<file path="src/rtl/fwd_hazard_unit.sv">
// fwd_hazard_unit: operand forwarding selects and load-use stall from a private post-EX history
module fwd_hazard_unit #(
  parameter int DEPTH = 2,
  parameter int LOAD_READY = 2,
  parameter int AW = 5,
  parameter int CNT_W = 16,
  localparam int FW_W = $clog2(DEPTH + 1)
) (
  input  logic            clk_i,
  input  logic            rst_i,
  input  logic            hold_i,
  input  logic            flush_i,
  input  logic [AW-1:0]   id_rs_i,
  input  logic [AW-1:0]   id_rt_i,
  input  logic [AW-1:0]   ex_rs_i,
  input  logic [AW-1:0]   ex_rt_i,
  input  logic            ex_regwrite_i,
  input  logic            ex_memread_i,
  input  logic [AW-1:0]   ex_regdst_i,
  output logic [FW_W-1:0] forward_1_o,
  output logic [FW_W-1:0] forward_2_o,
  output logic            stall_o,
  output logic [CNT_W-1:0] stall_cnt_o,
  output logic            hazard_err_o
);
  logic [DEPTH:1] h_valid, h_rw, h_mr;
  logic [AW-1:0]  h_dst [1:DEPTH];
  logic           ld_a, ld_b, err_now;
  assign ld_a = LOAD_READY > 1 && ex_memread_i && ex_regwrite_i && ex_regdst_i != '0 &&
                (ex_regdst_i == id_rs_i || ex_regdst_i == id_rt_i);
  assign stall_o = !flush_i && (ld_a || ld_b);
  // Scan oldest to youngest so the youngest matching producer is the one left standing.
  always_comb begin
    forward_1_o = '0;
    forward_2_o = '0;
    ld_b = 1'b0;
    err_now = 1'b0;
    for (int j = DEPTH; j >= 1; j--) begin
      if (h_valid[j] && h_rw[j] && h_dst[j] != '0 && h_dst[j] == ex_rs_i) forward_1_o = FW_W'(j);
      if (h_valid[j] && h_rw[j] && h_dst[j] != '0 && h_dst[j] == ex_rt_i) forward_2_o = FW_W'(j);
      if (j <= LOAD_READY - 2 && h_valid[j] && h_rw[j] && h_mr[j] && h_dst[j] != '0 &&
          (h_dst[j] == id_rs_i || h_dst[j] == id_rt_i)) ld_b = 1'b1;
    end
    for (int j = 1; j <= DEPTH; j++)
      if (j < LOAD_READY && h_mr[j] && (forward_1_o == FW_W'(j) || forward_2_o == FW_W'(j))) err_now = 1'b1;
  end
  always_ff @(posedge clk_i or negedge rst_i) begin
    if (!rst_i) begin
      h_valid <= '0;
      h_rw <= '0;
      h_mr <= '0;
      for (int j = 1; j <= DEPTH; j++) h_dst[j] <= '0;
      stall_cnt_o <= '0;
      hazard_err_o <= 1'b0;
    end else if (!hold_i) begin
      for (int j = DEPTH; j >= 2; j--) begin
        h_valid[j] <= h_valid[j-1];
        h_rw[j] <= h_rw[j-1];
        h_mr[j] <= h_mr[j-1];
        h_dst[j] <= h_dst[j-1];
      end
      h_valid[1] <= !flush_i;
      h_rw[1] <= ex_regwrite_i;
      h_mr[1] <= ex_memread_i;
      h_dst[1] <= ex_regdst_i;
      if (stall_o && !(&stall_cnt_o)) stall_cnt_o <= stall_cnt_o + CNT_W'(1);
      hazard_err_o <= hazard_err_o | err_now;
    end
  end
endmodule

</file>
<file path="config.mk">
export PLATFORM = sky130hd
export DESIGN_NAME = fwd_hazard_unit
export DESIGN_NICKNAME = d
export VERILOG_FILES = /design/src/rtl/fwd_hazard_unit.sv
export SDC_FILE = /design/constraint.sdc
export NUM_CORES = 1
export LEC_CHECK = 0
export CAP_MARGIN = 10
export CELL_PAD_IN_SITES_DETAIL_PLACEMENT = 1
export CELL_PAD_IN_SITES_GLOBAL_PLACEMENT = 2
export CORE_MARGIN = 4
export CORE_UTILIZATION = 31
export CTS_BUF_LIST = sky130_fd_sc_hd__clkbuf_8
export DETAILED_ROUTE_END_ITERATION = 10
export PLACE_DENSITY = 0.87
export SETUP_SLACK_MARGIN = 0.3
export SLEW_MARGIN = 5
export SYNTH_ARGS = -nofsm -noshare
export SYNTH_HDL_FRONTEND = slang
export SYNTH_SLANG_ARGS = --single-unit
</file>
<file path="constraint.sdc">
create_clock -name clk_i -period 2.6 [get_ports clk_i]
set_clock_uncertainty 0.1 [all_clocks]
set_input_delay 0.52 -clock clk_i [delete_from_list [all_inputs] [get_ports clk_i]]
set_output_delay 0.52 -clock clk_i [all_outputs]
set_load 0.02 [all_outputs]
</file>
# ---- Word level (Yosys, flattened, before mapping)
# Index checks and enable logic that the tools add are counted.
# Widths: inputs -> output; s select.
dict set report word_totals {
  regBits 32
  latchBits 0
  ram_bits 0
  romBits 0
  inputBits 31
  out_inout_bits 22
  n_memories 0
}
dict set report classes {
  add_sub_neg 1
  mul 0
  div 0
  n_lt_le_gt_ge 0
  eq_ne 8
  shifts 0
  mux 5
  bitwise_logic 2
  reduce_logical 23
}
# cell n
set op_table {}
lappend op_table {{$eq 5x5->1} 6}
lappend op_table {{$add 16x1->16 const B} 1}
lappend op_table {{$reduce_and 16->1} 1}
lappend op_table {{$reduce_bool 5->1} 3}
lappend op_table {{$logic_and 1x1->1} 14}
lappend op_table {{$mux 2} 4}
lappend op_table {{$eq 2x1->1 const B} 2}
lappend op_table {{$logic_not 1->1} 2}
lappend op_table {{$logic_or 1x1->1} 2}
lappend op_table {{$reduce_and 2->1} 1}
lappend op_table {{$mux 1} 1}
lappend op_table {{$not 1->1} 1}
lappend op_table {{$or 1x1->1} 1}

# ---- Depth between registers and ports, before layout
# Gate-level depths: netlist (run 1).
dict set report depth {
  word_depth 10
  depth_mapped 7
  ltp_nobuf 6
}

# ---- Worst setup path after synthesis (run 1)
# Ideal clock, no wire load.
dict set report synth_timing {
  path_type {reg2out}
  start {register h_dst[6] in the netlist's numbering}
  end {output port forward_2_o[1]}
  arrival_ps 2037
  t_required_ps 1980
  setup_slack_ps -57
  stages_incl_launch_ff 5
  path_buffers 0
  path_cell_list {dfrtp_1 > or4_1 > o211ai_1 > nor4_1 > nor4_1}
}
dict set report synth_via {
  elab_chain_len 4
  elab_cells_between_ends 5
  cone_classes {1 x eq/ne; 1 x mux; 3 x reduce/logical}
}
# item line
set synth_rtl {}
lappend synth_rtl {{start, declared} 27} ;# logic [AW-1:0] h_dst [1:DEPTH];
lappend synth_rtl {{start signal, assigned by index} 60} ;# h_dst[j] <= h_dst[j-1];
lappend synth_rtl {{$reduce_bool 5->1} n/a}
lappend synth_rtl {{$logic_and 1x1->1} 40} ;# if (h_valid[j] && h_rw[j] && h_dst[j] != '0 && h_dst[j] == ex_rt_i) forward_2_o = FW_W'(j);
lappend synth_rtl {{$logic_and 1x1->1 *} 40}
lappend synth_rtl {{$mux 2 *} 40}
lappend synth_rtl {{end, declared} 21} ;# output logic [FW_W-1:0] forward_2_o,
# Mark *: on every way between the ends. The rest lies on a longest branch, timed or not.

# ---- Worst setup path after layout (run 1)
dict set report layout_timing {
  start {register h_dst[6] in the netlist's numbering}
  end {output port forward_1_o[1]}
}
dict set report layout_via {
  elab_chain_len 4
  elab_cells_between_ends 5
  cone_classes {1 x eq/ne; 1 x mux; 3 x reduce/logical}
}
# item line
set layout_rtl {}
lappend layout_rtl {{$reduce_bool 5->1} n/a}
lappend layout_rtl {{$logic_and 1x1->1} 39} ;# if (h_valid[j] && h_rw[j] && h_dst[j] != '0 && h_dst[j] == ex_rs_i) forward_1_o = FW_W'(j);
lappend layout_rtl {{$logic_and 1x1->1 *} 39}
lappend layout_rtl {{$mux 2 *} 39}
lappend layout_rtl {{end, declared} 20} ;# output logic [FW_W-1:0] forward_1_o,
# Marks and branches as above.

==> run_results.csv, run 1 <==
group,metric,value,unit
floorplan,initial_core_util,32.3,%
routing,drc,0,
critical_path,critPathMaxFanout,2,
critical_path,crit_path_frequent_cell,"buf_4",
critical_path,cp-end-kind,"output port",
synthesis,netlist_instances,166,
worst_hold_path,hold_path_class,"in -> reg",
critical_path,worstPathArrival,2.07,ns
synthesis,synth_flop_cell,"dfrtp_1",
routing,wl_per_cell,14.9,um
global_routing,grt_max_degree,33,
critical_path,worstSetupStartpointType,"register",
routing,ant_nets,0,
global_routing,grt.total_usage,13.9,%
timing,period_needed,2.69,ns
finish,drive_above_1_share,37.6,%
global_routing,antenna_found_initial,0,
finish,fin_area,2990,um^2
status,failed_checks,"negative setup slack",
timing,setup_viol,2,
placement,place_area,2790,um^2
cts,clockBufferDepth,2,
global_routing,grt_use_met1,19.0,%
critical_path,crit_slowest_cell,"or4_4",
placement,place_hpwl,3.83,mm
floorplan,core,5960,um^2
critical_path,required,1.98,ns
finish,antenna_cells,0,
finish,synthToLayoutAreaGrowth,55.6,%
floorplan,dieWidth,86.8,um
finish,n_fill_cell,661,
finish,final_cell_mix,"buf_4, xor2_1, dfrtp_1",
cts,cts_buffers,5,
critical_path,max_stage_delay,0.54,ns
synthesis,synth_seq_cells,32,
cts,cts.sinks,32,
pwr,p_leak,1.39,nW
timing,rsz0062_at_grt,"true",
synthesis,async_flop_share,100,%
timing,relSlewSlack,72.6,%
timing,worst_slack,-0.0892,ns
timing,finalHoldViolations,0,
timing,fmaxAchievable,0.372,GHz
placement,gp_congestion,0.755,
routing,wirelength,4.93,mm
pwr,ir_drop,210,uV
cts,insertion_delay,0.28,ns
finish,layout_commonest_cell,"buf_4",
timing,worst_pin_slew,0.410,ns
finish,fin_cells,330,
cts,ctsRootBufferMaster,"clkbuf_8",
placement,dp.cells,320,
routing,firstDrtPassIters,4,
cts,cts_htree_levels,2,
synthesis,ys_types,37,
pwr,cellPowerDensity,431,nW/um^2
timing,tns,-0.150,ns
critical_path,worst-setup-path-type,"reg -> out",
synthesis,syn_area,1920,um^2
routing,vias,1582,
global_routing,met2_usage,21.9,%
synthesis,yosys_warnings,0,
global_routing,grt_pass1_wl,8.21,mm
timing,maxSlewViolCount,0,
global_routing,grt_overflow,0,
run,drv_cap,0,
routing,via_per_inst,4.79,
status,outcome,"finished with violations",
global_routing,use_met3,3.33,%
synthesis,synth.avg_cell_area,11.6,um^2
synthesis,synth_enable_flop_cells,0,
finish,final_net_count,286,
global_routing,grt_pass1_vias,1659,
routing,drt_iter0_drc,38,
floorplan,row_count,28,
cts,cts_tree,"yes",
synthesis,yosysSeqAreaShare,41.6,%
floorplan,num_io_pins,53,
placement,pre_cts_slack,-0.664,ns
cts,clk_pin_slew,0.07,ns
floorplan,die_h,86.8,um
floorplan,dieArea,7530,um^2
placement,port_buffers,52,
timing,fin_crit_sh,103,%
critical_path,crit_chain,"or4_4, o211ai_1, buf_4, nor4_2, buf_4, nor4_4, buf_4",
finish,final_util,50.3,%
global_routing,grt-busiest-layer,"met2",
synthesis,synth_nets,198,
[path summary, 6_finish.rpt]
kind,from,depth (start not counted),to,slack [ns]
hold / removal,flush_i,2,h_valid[1],0.37
setup reg to reg,stall_cnt_o[0],7,stall_cnt_o[5],0.52
hold reg to reg,hazard_err_o,1,hazard_err_o,0.37
setup / recovery,h_dst[6],7,forward_1_o[1],-0.09
min in group asynchronous,rst_i,2,h_mr[1],0.54
max in group asynchronous,rst_i,2,h_dst[5],1.56
[where the power goes]
part	internal (mW)	total (mW)	leakage [nW]	switching (mW)
clock network	0.211	0.389	0.0510	0.178
logic	0.175	0.329	0.930	0.154
registers	0.537	0.572	0.412	0.0344
[metrics by stage]
step           hold slack, ns  power [mW]
2_1_floorplan           0.124       0.732
3_5_place_dp            0.361       0.902
6_report                0.373        1.29
4_1_cts                 0.379        1.31
5_1_grt                 0.381        1.37
3_3_place_gp            0.348       0.894
[cell families (layout without fill, tap and decap cells)]
logic type | after synthesis | count (layout) | share of synthesized area (%)
flops | 32 | 32 | 41.6
compound gates | 7 | 7 | 3.97
fa+ha+maj | 1 | 1 | 0.650
buf+inv | 6 | 95 | 2.54
simple gates | 60 | 60 | 21.8
xor+xnor | 45 | 45 | 20.5
mux | 15 | 15 | 8.91
[final cells by class]
class	instances	area (um^2)	share of cell area, %
flip-flops and latches	32	801	26.7
clock buffers	6	82.6	2.76
multi-input cells	128	1220	40.7
repair buffers	86	785	26.2
well taps	75	93.8	3.13
inverters	1	3.75	0.125
clock inverters	2	10.0	0.334
[registers in the layout, summed over array words and instances (netlist names)]
signal and count:
hazard_err_o 1, stall_cnt_o 16, h_dst 10, h_rw 2, h_valid 2, h_mr 1
[synth_stat cells, types with 2 or more instances]
master	count	share of area [%]
buf_2	2	0.52
dfrtp_1	32	42
mux2_2	13	7.6
nand2_1	6	1.2
nand2b_1	2	0.65
nand3_1	8	2.1
nand4_1	2	0.65
nor2_1	8	1.6
nor3_1	4	1.0
nor3_2	2	1.0
nor4_1	6	2.0
nor4_2	7	4.6
o211ai_1	2	0.78
o21ai_0	2	0.52
or4_1	5	2.0
xnor2_1	6	2.7
xor2_1	39	18
[layer usage]
metal | routed length (um) | vias up
li1 | - | 764
met1 | 2270 | 780
met2 | 2390 | 36
met3 | 229 | 2
met4 | 38 | 0
met5 | 0 | -
[critical path: cells and delay by family (launching register included)]
family	cells	cell delay [ns]
flip-flops	1	0.38
AO/OA/AOI/OAI	1	0.19
AND/OR/NAND/NOR	3	0.74
buffers and inverters	3	0.50
[repair_timing]
item / CTS / global route
pin swaps: 7 / 17
buffers inserted: 2 / 0
hold buffers: 0 / 0
resized for setup: 49 / 21
setup endpoints to repair: 18 / 16
Note: power is estimated with default switching activity, not from simulation.
==> inputs of run 2 (changes only) <==
CORE_MARGIN = 5   (was 4)
==> run_results.csv, run 2 (synthesis results as in run 1) <==
group,metric,value,unit
status,outcome,"finished with violations",
status,failed_checks,"negative setup slack",
finish,final_net_count,292,
timing,hold_ws,0.374,ns
routing,ant_nets,0,
finish,final_cell_mix,"buf_4, xor2_1, dfrtp_1, clkdlybuf4s50_1, mux2_2",
global_routing,grt_max_degree,33,
timing,maxSlewViolCount,0,
global_routing,grt_pass1_vias,1824,
global_routing,grt_overflow,0,
routing,wl_per_cell,16.5,um
worst_hold_path,hold_path_class,"reg -> reg",
timing,fin_crit_sh,108,%
routing,wirelength,5.53,mm
critical_path,critPathMaxFanout,3,
finish,multi_input_area,1180,um^2
floorplan,die_h,88.8,um
critical_path,required,1.98,ns
cts,ctsRootBufferMaster,"clkbuf_8",
placement,pre_cts_slack,-0.628,ns
pwr,p_leak,1.35,nW
routing,drt_iter0_drc,29,
timing,fmaxAchievable,0.357,GHz
placement,port_buffers,52,
critical_path,reg2reg_depth,10,
finish,regMostFlops,"stall_cnt_o",
finish,synthToLayoutAreaGrowth,54.6,%
routing,vias,1644,
pwr,ir_drop,210,uV
critical_path,cp-end-kind,"output port",
global_routing,antenna_found_initial,0,
timing,period_needed,2.80,ns
critical_path,worst-setup-path-type,"reg -> out",
timing,rsz0062_at_grt,"true",
floorplan,dieWidth,88.8,um
finish,layout_commonest_cell,"buf_4",
cts,cts_tree,"yes",
global_routing,grt_pass1_wl,9.11,mm
run,drv_cap,0,
worst_hold_path,whs_path_depth,1,
floorplan,num_io_pins,53,
cts,clk_pin_slew,0.07,ns
critical_path,worstSetupStartpointType,"register",
timing,worst_slack,-0.203,ns
finish,antenna_cells,0,
routing,drc,0,
cts,cts.sinks,32,
cts,insertion_delay,0.28,ns
floorplan,initial_core_util,32.1,%
routing,via_per_inst,4.91,
finish,largest_reg_flops,16,
finish,reg_top3,"stall_cnt_o: 16 flops, h_dst: 10 flops",
pwr,power,1.27,mW
critical_path,worstPathArrival,2.18,ns
cts,cts_htree_levels,2,
placement,place_hpwl,4.03,mm
pwr,cellPowerDensity,427,nW/um^2
routing,firstDrtPassIters,4,
finish,drive_above_1_share,37.3,%
cts,clockBufferDepth,2,
finish,n_fill_cell,648,
timing,setup_viol,4,
finish,regArea,801,um^2
timing,finalHoldViolations,0,
cts,cts_buffers,5,
global_routing,grt.total_usage,15.2,%
timing,worst_pin_slew,0.429,ns
floorplan,dieArea,7880,um^2
timing,tns,-0.515,ns
floorplan,core,5990,um^2
floorplan,row_count,28,
timing,relSlewSlack,71.4,%
placement,gp_congestion,0.758,
## run 2: changes by cell type in the layout (fill, tap and decap cells not counted), sizes merged
cell / change
clkbuf: -2
inv: +1
dlymetal6s2s: -6
clkinv: -1
clkdlybuf4s50: +4
dlygate4sd2: +2
buf: +7
## run 2: worst paths after layout
check / from / to / slack, ns
setup / recovery: h_dst[6] / forward_2_o[1] / -0.20
hold / removal: hazard_err_o / hazard_err_o / 0.37
setup reg to reg: h_dst[6] / hazard_err_o / 0.28
hold reg to reg: hazard_err_o / hazard_err_o / 0.37
max in group asynchronous: rst_i / stall_cnt_o[12] / 1.54
min in group asynchronous: rst_i / hazard_err_o / 0.54
## run 2: per-layer routing
| layer | share of wire (%) | GRT usage (%) | vias to the layer above |
|---|---|---|---|
| met3 | 5.5 | 4.47 | 10 |
| met1 | 43 | 18.8 | 808 |
| met5 | 0 | 0 | - |
| li1 | - | - | 780 |
| met4 | 1.9 | 5.36 | 0 |
| met2 | 50 | 25.1 | 46 |
## run 2: layout make-up
type / count / share of cell area, %
Timing Repair Buffer: 92 / 27.7
Sequential cell: 32 / 26.9
Clock buffer: 5 / 2.31
Tap cell: 75 / 3.15
Multi-Input combinational cell: 128 / 39.5
Clock inverter: 2 / 0.294
Inverter: 1 / 0.126
## run 2: repair_timing
action                     CTS  global route
hold buffers                 0             0
resized for setup           52            14
buffers inserted             5             4
setup endpoints to repair   11             9
pin swaps                    6             6
gates cloned                 0             0
## run 2: worst max-delay path, cell delays in order, from the launching register on
cell and delay, ns:
dfrtp_1 0.38, or4_4 0.57, o211ai_1 0.28, buf_4 0.17
nor4_2 0.04, buf_4 0.15, nor4_4 0.13, buf_4 0.19
## run 2: report_power, final
group / leakage [nW] / switching (mW) / internal, mW
clock network: 0.0452 / 0.180 / 0.178
registers: 0.412 / 0.0357 / 0.537
logic: 0.895 / 0.161 / 0.178
## run 2: metrics by stage
stage,instances,utilization (%),cell area [um^2]
global placement,319,46.4,2780
finish,335,49.7,2980
detailed placement,319,46.4,2780
floorplan,166,-,1970
CTS,331,48.2,2890
global route,335,49.7,2980
==> inputs of run 3 (changes only) <==
CORE_MARGIN = 4   (was 5)
==> results of run 3 <==
The final DEF is identical to that of run 1; final timing and power are the same.
